### config.mk
export PLATFORM = sky130hd
export DESIGN_NAME = stage_sequencer
export DESIGN_NICKNAME = d
export VERILOG_FILES = /design/src/rtl/stage_sequencer.sv
export SDC_FILE = /design/constraint.sdc
export NUM_CORES = 1
export LEC_CHECK = 0
export CORE_UTILIZATION = 43
export CTS_BUF_LIST = sky130_fd_sc_hd__clkbuf_2 sky130_fd_sc_hd__clkbuf_4 sky130_fd_sc_hd__clkbuf_8
export DETAILED_ROUTE_END_ITERATION = 6
export PLACE_DENSITY = 0.88
export SLEW_MARGIN = 20
export SYNTH_ARGS = -nofsm -noshare
export SYNTH_HDL_FRONTEND = slang
export SYNTH_SLANG_ARGS = --single-unit
### constraint.sdc
create_clock -name clk -period 1.65 [get_ports clk]
set_input_delay 0.165 -clock clk [delete_from_list [all_inputs] [get_ports clk]]
set_output_delay 0.165 -clock clk [all_outputs]
set_load 0.03 [all_outputs]
### src/rtl/stage_sequencer.sv
// stage_sequencer
//   Top-level sequencer for the rectification pipeline. Walks through
//   NUM_STAGES processing stages in order. For each stage it issues a
//   one-cycle start pulse, then waits for that stage's done. After selected
//   stages it can also hold for user confirmation. The user can re-run a
//   stage, abort the run, and recover from a watchdog fault.
//
// Ports
//   clk          system clock
//   reset_n      synchronous, active-low reset
//   button_enter debounced enter button (level); edges are detected here
//   switch       direction select: 1 = forwards, 0 = backwards
//   stage_done   per-stage completion; only bit [stage_idx] is looked at
//   stage_start  one-hot start pulse to stage [stage_idx]
//   stage_idx    current stage
//   phase        IDLE=0 START=1 WAIT=2 HOLD=3 COMPLETE=4 FAULT=5
//   busy         high while in START or WAIT
//   timeout_err  high while in FAULT
module stage_sequencer #(
    parameter int                    NUM_STAGES     = 4,
    parameter int                    IDX_W          = 2,
    parameter logic [NUM_STAGES-1:0] HOLD_MASK      = 4'b0010,
    parameter int                    TIMEOUT_CYCLES = 0,
    parameter int                    TO_W           = 24
) (
    input  logic                  clk,
    input  logic                  reset_n,
    input  logic                  button_enter,
    input  logic                  switch,
    input  logic [NUM_STAGES-1:0] stage_done,
    output logic [NUM_STAGES-1:0] stage_start,
    output logic [IDX_W-1:0]      stage_idx,
    output logic [2:0]            phase,
    output logic                  busy,
    output logic                  timeout_err
);

    localparam logic [2:0] PH_IDLE     = 3'd0;
    localparam logic [2:0] PH_START    = 3'd1;
    localparam logic [2:0] PH_WAIT     = 3'd2;
    localparam logic [2:0] PH_HOLD     = 3'd3;
    localparam logic [2:0] PH_COMPLETE = 3'd4;
    localparam logic [2:0] PH_FAULT    = 3'd5;

    localparam logic [IDX_W-1:0] LAST_IDX = IDX_W'(NUM_STAGES - 1);
    localparam bit               WDOG_EN  = (TIMEOUT_CYCLES != 0);
    // Last watchdog value before expiry; also the saturation point.
    localparam logic [TO_W-1:0]  TO_LAST  = WDOG_EN ? TO_W'(TIMEOUT_CYCLES - 1) : '0;

    logic [2:0]       phase_q, phase_d;
    logic [IDX_W-1:0] idx_q, idx_d;
    logic [TO_W-1:0]  wdog_q, wdog_d;
    logic             btn_q;

    logic press, fwd, bwd, done_cur, expired;

    // btn_q resets to 1 so a button held through reset is not a press.
    assign press    = button_enter & ~btn_q;
    assign fwd      = press & switch;
    assign bwd      = press & ~switch;
    assign done_cur = stage_done[idx_q];
    assign expired  = WDOG_EN && (wdog_q == TO_LAST);

    always_comb begin
        phase_d = phase_q;
        idx_d   = idx_q;
        wdog_d  = wdog_q;
        case (phase_q)
            PH_IDLE: begin
                if (fwd) begin
                    phase_d = PH_START;
                    idx_d   = '0;
                end
            end
            PH_START: begin
                wdog_d  = '0;
                phase_d = PH_WAIT;
            end
            PH_WAIT: begin
                // Done outranks abort and expiry, so a late-but-valid done
                // in the expiry cycle still completes the stage.
                if (done_cur) begin
                    if (HOLD_MASK[idx_q]) begin
                        phase_d = PH_HOLD;
                    end else if (idx_q == LAST_IDX) begin
                        phase_d = PH_COMPLETE;
                    end else begin
                        idx_d   = idx_q + IDX_W'(1);
                        phase_d = PH_START;
                    end
                end else if (bwd) begin
                    phase_d = PH_IDLE;
                    idx_d   = '0;
                end else if (expired) begin
                    phase_d = PH_FAULT;
                end else if (WDOG_EN && (wdog_q != TO_LAST)) begin
                    wdog_d = wdog_q + TO_W'(1);
                end
            end
            PH_HOLD: begin
                if (fwd) begin
                    if (idx_q == LAST_IDX) begin
                        phase_d = PH_COMPLETE;
                    end else begin
                        idx_d   = idx_q + IDX_W'(1);
                        phase_d = PH_START;
                    end
                end else if (bwd) begin
                    phase_d = PH_START;
                end
            end
            PH_COMPLETE: begin
                if (bwd) begin
                    phase_d = PH_START;
                    idx_d   = LAST_IDX;
                end else if (fwd) begin
                    phase_d = PH_IDLE;
                    idx_d   = '0;
                end
            end
            PH_FAULT: begin
                if (press) begin
                    phase_d = PH_IDLE;
                    idx_d   = '0;
                end
            end
            default: begin
                phase_d = PH_IDLE;
                idx_d   = '0;
            end
        endcase
    end

    always_ff @(posedge clk) begin
        if (!reset_n) begin
            phase_q <= PH_IDLE;
            idx_q   <= '0;
            wdog_q  <= '0;
            btn_q   <= 1'b1;
        end else begin
            phase_q <= phase_d;
            idx_q   <= idx_d;
            wdog_q  <= wdog_d;
            btn_q   <= button_enter;
        end
    end

    always_comb begin
        stage_start = '0;
        for (int i = 0; i < NUM_STAGES; i++) begin
            stage_start[i] = (phase_q == PH_START) && (idx_q == IDX_W'(i));
        end
    end

    assign stage_idx   = idx_q;
    assign phase       = phase_q;
    assign busy        = (phase_q == PH_START) || (phase_q == PH_WAIT);
    assign timeout_err = (phase_q == PH_FAULT);

endmodule

==> metrics.md, run 1 <==
| Metric | Value |
|---|---|
| DR iter-0 viols | 46 |
| Crit path max fanout | 6 |
| Final cell count without fillers | 125 |
| Via count | 827 |
| Standard-cell rows | 13 |
| WP data arrival | 1.93 ns |
| Routed length per placed instance | ~19 microns |
| DRC | 0 |
| Mapped cell area | 631 sq um |
| Die W | 40.3 microns |
| Hold slack | 0.485 ns |
| Crit Path Class | reg -> reg |
| Clk_skew | 0.00288 ns |
| Worst EP required | 1.84 ns |
| Total wire length | 2360 microns |
| Worst IR Drop VDD | 0.355 mV |
| GR Util met1 | 31.3% |
| Clk sinks | 6 |
| Synth Warn # | 0 |
| Busiest grt layer | met2 |
| DP HPWL | 1480 microns |
| # nets final | 120 |
| First-pass GRT wire length | 3860 microns |
| Synthesized Nets | 86 |
| Clock root cell | clkbuf_4 |
| Layout fillers | 82 |
| Post-route setup slack | -0.0948 ns |
| Core Region | 0.00133 sq mm |
| M3 GR Usage | 25.6% |
| P_sw | 126 uW |
| Worst Hold Class | in -> reg |
| Register bit total from synthesis | 6 |
| Clock power share | 35.4% |
| Met2 layer usage reported by global route | roughly three fifths |
| Part of the power in registers | 35.7% |
| Mapped Cells | 78 |
| RD Place Congestion | 0.925 |
| Placed Cells | 116 |
| Share of the synthesized area in the top cell type | between 10% and 20% |
| Synth area leader | dfxtp_1 |
| P&R area growth vs syn | 62.5% |
| CTS Buffer Depth | 2 |
| Top post-synthesis cells by area | dfxtp_1, nand2b_1, nor2_1 |
| Initial antenna violation count | 0 |
| Critical path endpoint category | flop |
| Gr ovfl total | 0 |
| Count of final setup violators | 4 |
| Ys flop type | dfxtp_1 |
| RSZ-0062 raised after global routing | true |
| Internal power | 284 uW |
| Final-report max-slew violation count | 0 |
| Fin crit share | 106% |
| Netlist cell types | 37 |
| CTS tree | yes |
| Startpoint Class | flop |
| Vias in the first global route | around 840 |
| Register area share after synthesis | 19.0% |
| Status | complete, but fails checks |
| Vias per cell | 6.62 |
| Clock latency on the worst-skew pair | 0.26 ns |
| EDFF count, synth | 0 |
| Cts bufs inserted | 3 |
| # IOs | 19 |
| Switch share | a little under a third |
| GRT Overall Usage | 37.3% |
| Max-Cap Viols | 0 |
| Initial Utilization | between 40% and 50% |
| Achievable frequency | 573 MHz |
| Violated checks | negative setup slack |
| Rel. slew slack | 72.6% |
| Pleak | 0.000451 uW |
| Post-synth top cells | nor2_1, dfxtp_1, inv_1, nand2_1, nand2b_1 |
| Crit path time final | 1.74 ns |
| H-tree Lvls | 1 |
| Pre-antenna DRT Iters | 4 |
| Clock-pin slew on the worst setup and hold paths | 0.05 ns |
| PwrDens | 401 mW/mm^2 |
| Die H | 40.3 microns |
| DRT antenna net count | 0 |
| Share of layout cells above drive strength 1 | about 40% |
| Largest net degree at the start of global routing | 14 |
| Avg Cell Area, Syn | 8.08 sq um |
| Endpoints failing hold | 0 |
| Fraction of registers with async set or reset after synthesis | 0% |
| PortBufs | 18 |
| Die ar. | 0.00162 sq mm |
| Worst slew pin tran | around 0.41 ns |
| Most common cell in the netlist | nor2_1 |
| Comb power frac | 28.9% |
| Ant diodes | 0 |
-- flip-flops by register name, summed over array words and instances, names as in the netlist --
register / count
phase: 3
stage_idx: 2
btn_q: 1
-- final timing paths --
path | slack (ns) | startpoint | cells past startpoint | to
max | -0.09 | stage_idx[0]$_SDFFE_PN0P_ | 4 | stage_idx[1]$_SDFFE_PN0P_
min | 0.49 | reset_n | 2 | btn_q$_SDFF_PN1_
max reg2reg | -0.09 | stage_idx[0]$_SDFFE_PN0P_ | 4 | stage_idx[1]$_SDFFE_PN0P_
min reg2reg | 0.66 | stage_idx[1]$_SDFFE_PN0P_ | 1 | stage_idx[1]$_SDFFE_PN0P_
-- cell usage in the layout, fill, tap and decap left out, drive strengths merged, types with 2 or more instances in the layout --
cell type	instances
and3b	2
nor3	2
inv	6
nand3b	2
o21ai	2
nor4	3
dlygate4sd2	2
nor2b	2
clkbuf	4
a21oi	3
nor2	8
o211ai	2
nand2	6
dfxtp	6
buf	21
nand2b	5
o211a	2
clkdlybuf4s50	10
a2111oi	3
-- layer usage --
metal	part of all wire, %	vias to the layer above
met3	7.6	20
met4	6.4	0
met5	0	-
met2	50	62
li1	-	357
met1	36	388
-- worst max-delay path, stage by stage, from the launching register on --
cell,delay [ns]
dfxtp_4,0.35
mux4_2,0.62
a2111oi_4,0.32
or3_4,0.21
o221a_1,0.19
-- cells by family (layout without fill, tap and decap cells) --
logic type,after synthesis,count (layout),synth area share [%]
AO/OA/AOI/OAI,22,22,34.9
flip-flops,6,6,19.0
buffers and inverters,12,44,8.53
AND/OR/NAND/NOR,36,36,32.3
multiplexers,2,2,5.16
-- power by group through the flow --
stage / Sequential, uW / Clock (uW) / Combinational (uW)
2_1_floorplan: 156 / 0 / 55.8
3_3_place_gp: 154 / 0 / 99.5
3_5_place_dp: 154 / 0 / 102
4_1_cts: 147 / 144 / 108
5_1_grt: 147 / 156 / 125
6_report: 147 / 145 / 119
-- stage by stage --
| stage | util, % | cell area [sq um] | worst slack, ns | setup TNS (ns) | power [uW] |
|---|---|---|---|---|---|
| floorplan | - | 679 | -0.126 | -0.368 | 211 |
| global placement | 68.2 | 910 | -0.225 | -0.682 | 253 |
| detailed placement | 68.2 | 910 | -0.259 | -0.802 | 257 |
| CTS | 73.3 | 977 | -0.0378 | -0.104 | 399 |
| global route | 76.8 | 1020 | -0.148 | -0.359 | 428 |
| finish | 76.8 | 1020 | -0.0948 | -0.190 | 411 |
-- area by class of cell --
cell class / count / area, sq um / share of cell area, %
repair buffers: 35 / 308 / 30.0
flip-flops and latches: 6 / 136 / 13.3
clock buffers: 3 / 22.5 / 2.20
well taps: 15 / 18.8 / 1.83
inverters: 6 / 22.5 / 2.20
multi-input cells: 60 / 517 / 50.4
-- what timing repair did --
| item | in CTS | in global routing |
|---|---|---|
| endpoints found under the setup margin | 9 | 8 |
| resized for setup | 13 | 7 |
| setup buffers | 3 | 3 |
| hold buffers | 0 | 0 |
| pin swaps | 2 | 1 |
| cloned | 0 | 0 |
No activity file was read; power rests on OpenSTA's default activity.
==> inputs of run 2 (changes only) <==
--- a/config.mk
+++ b/config.mk
@@ -8,6 +8,7 @@
 export CORE_UTILIZATION = 43
 export CTS_BUF_LIST = sky130_fd_sc_hd__clkbuf_2 sky130_fd_sc_hd__clkbuf_4 sky130_fd_sc_hd__clkbuf_8
 export DETAILED_ROUTE_END_ITERATION = 6
+export MAX_ROUTING_LAYER = met4
 export PLACE_DENSITY = 0.88
 export SLEW_MARGIN = 20
 export SYNTH_ARGS = -nofsm -noshare
==> constraint.sdc (replaced) <==
create_clock -name clk -period 1.55 [get_ports clk]
set_input_delay 0.155 -clock clk [delete_from_list [all_inputs] [get_ports clk]]
set_output_delay 0.155 -clock clk [all_outputs]
set_load 0.03 [all_outputs]
==> metrics.md, run 2 (synthesis results as in run 1) <==
| Metric | Value |
|---|---|
| Placed Cells | 119 (+2.6%) |
| Die ar. | 0.00162 sq mm (unchanged) |
| Count of final setup violators | 7 (+3) |
| DP HPWL | 1640 microns (+11%) |
| Violated checks | negative setup slack |
| Clock root cell | clkbuf_4 |
| Vias in the first global route | 786 (-6.1%) |
| Die H | 40.3 microns (unchanged) |
| Pre-antenna DRT Iters | 4 (unchanged) |
| RD Place Congestion | 0.853 (-7.8%) |
| # nets final | 124 (+3.3%) |
| Startpoint Class | flop |
| H-tree Lvls | 1 (unchanged) |
| DRC | 0 (unchanged) |
| Worst slew pin tran | 0.526 ns (+0.116 ns) |
| Core Region | 0.00133 sq mm (unchanged) |
| PwrDens | 438 mW/mm^2 (+9.2%) |
| Fin crit share | 108% (+2.7 points) |
| Post-cts hold buffer count | 0 (unchanged) |
| Critical path endpoint category | flop |
| Initial Utilization | 47.3% (unchanged) |
| Commonest non-fill, non-tap cell in the layout | buf_4 |
| Final-report max-slew violation count | 0 (unchanged) |
| Crit Path Class | reg -> reg |
| Largest net degree at the start of global routing | 12 (-2) |
| Max-Cap Viols | 0 (unchanged) |
| DR iter-0 viols | 42 (-8.7%) |
| Design Area, Final | 0.00107 sq mm (+4.6%) |
| Rel. slew slack | 64.8% (-7.8 points) |
| Vias per cell | 6.65 (+0.46%) |
| Initial antenna violation count | 0 (unchanged) |
| P&R area growth vs syn | 70.0% |
| Total wire length | 2360 microns (-0.13%) |
| DRT antenna net count | 0 (unchanged) |
| Endpoints failing hold | 0 (unchanged) |
| PortBufs | 18 (unchanged) |
| Clk sinks | 6 (unchanged) |
| Hold Path Depth | 2 (unchanged) |
| WP data arrival | 1.88 ns (-0.05 ns) |
| RSZ-0062 raised after global routing | true |
| Routed length per placed instance | 18.1 microns (-4.0%) |
| Final cell count without fillers | 130 (+4.0%) |
| Cts bufs inserted | 3 (unchanged) |
| Core Util, Final | 80.4% (+3.6 points) |
| Share of layout cells above drive strength 1 | 44.3% (+4.3 points) |
| Crit path time final | 1.68 ns (-0.0642 ns) |
| Standard-cell rows | 13 (unchanged) |
| Crit path max fanout | 7 (+1) |
| Status | complete, but fails checks |
| Clock latency on the worst-skew pair | 0.26 ns (about the same) |
| Gr ovfl total | 0 (unchanged) |
| Post-route setup slack | -0.131 ns (-0.0358 ns) |
| Die W | 40.3 microns (unchanged) |
| Pleak | 0.000483 uW (+7.2%) |
| Pwr Total | 470 uW (+14%) |
| Max reg flops | 3 (unchanged) |
| Worst Hold Class | in -> reg |
| Clk_skew | 0.00575 ns (+0.00287 ns) |
| Worst EP required | 1.75 ns (-0.09 ns) |
| GRT Overall Usage | 32.9% (-4.4 points) |
| # IOs | 19 (unchanged) |
| Cell Area, Placed | 933 sq um (+2.6%) |
| Post-Place Setup Slack | -0.404 ns (-0.145 ns) |
| Worst IR Drop VDD | 0.572 mV (+61%) |
| Clock-pin slew on the worst setup and hold paths | 0.05 ns (about the same) |
| Most frequent cells in the layout | buf_4, clkdlybuf4s50_1, nand2_1, inv_1, buf_6 |
| Achievable frequency | 595 MHz (+3.8%) |
| First-pass GRT wire length | 3390 microns (-12%) |
| CTS Buffer Depth | 2 (unchanged) |
| Ant diodes | 0 (unchanged) |
| Via count | 864 (+4.5%) |
| R2R depth | 4 (unchanged) |
| CTS tree | yes |
## run 2: per-stage QoR
| stage | setup TNS, ns | hold slack [ns] |
|---|---|---|
| after detailed placement | -1.22 | 0.672 |
| after CTS | -0.467 | 0.460 |
| after global routing | -1.05 | 0.483 |
| final | -0.648 | 0.453 |
| after floorplan | -0.680 | 0.228 |
| after global placement | -0.948 | 0.648 |
## run 2: path summary, 6_finish.rpt
kind                                  start                        end  slack, ns
hold reg to reg   stage_idx[0]$_SDFFE_PN0P_  stage_idx[0]$_SDFFE_PN0P_       0.72
hold / removal                      reset_n           btn_q$_SDFF_PN1_       0.45
setup reg to reg  stage_idx[0]$_SDFFE_PN0P_  stage_idx[1]$_SDFFE_PN0P_      -0.13
setup / recovery  stage_idx[0]$_SDFFE_PN0P_  stage_idx[1]$_SDFFE_PN0P_      -0.13
## run 2: worst max-delay path: stages, from the launching register on
cell,delay (ns)
dfxtp_4,0.35
mux4_2,0.60
a2111oi_4,0.29
or3_4,0.21
o221a_1,0.18
## run 2: where the power goes
group | switching (uW) | total [uW] | leakage [uW] | internal [uW]
sequential | 3.14 | 156 | 0.0000524 | 153
clock | 69.5 | 185 | 0.0000184 | 116
combinational | 63.7 | 129 | 0.000412 | 64.8
total | 136 | 470 | 0.000483 | 333
## run 2: area by class of cell
cell class | instances | area (sq um)
clock buffers | 4 | 30.0
multi-input cells | 60 | 524
flip-flops and latches | 6 | 136
inverters | 6 | 22.5
well taps | 15 | 18.8
repair buffers | 39 | 340
fillers | 77 | 262
## run 2: repair_timing
action,CTS,global route
gates resized for setup,14,10
endpoints found under the setup margin,12,10
pin swaps,3,0
buffers inserted,6,1
## run 2: layer usage
metal | part of all wire [%] | GRT usage, % | up-vias
li1 | - | - | 372
met1 | 37 | 31.1 | 404
met2 | 49 | 54.0 | 66
met3 | 8.5 | 11.1 | 22
met4 | 5.1 | 26.7 | 0
met5 | 0 | - | -
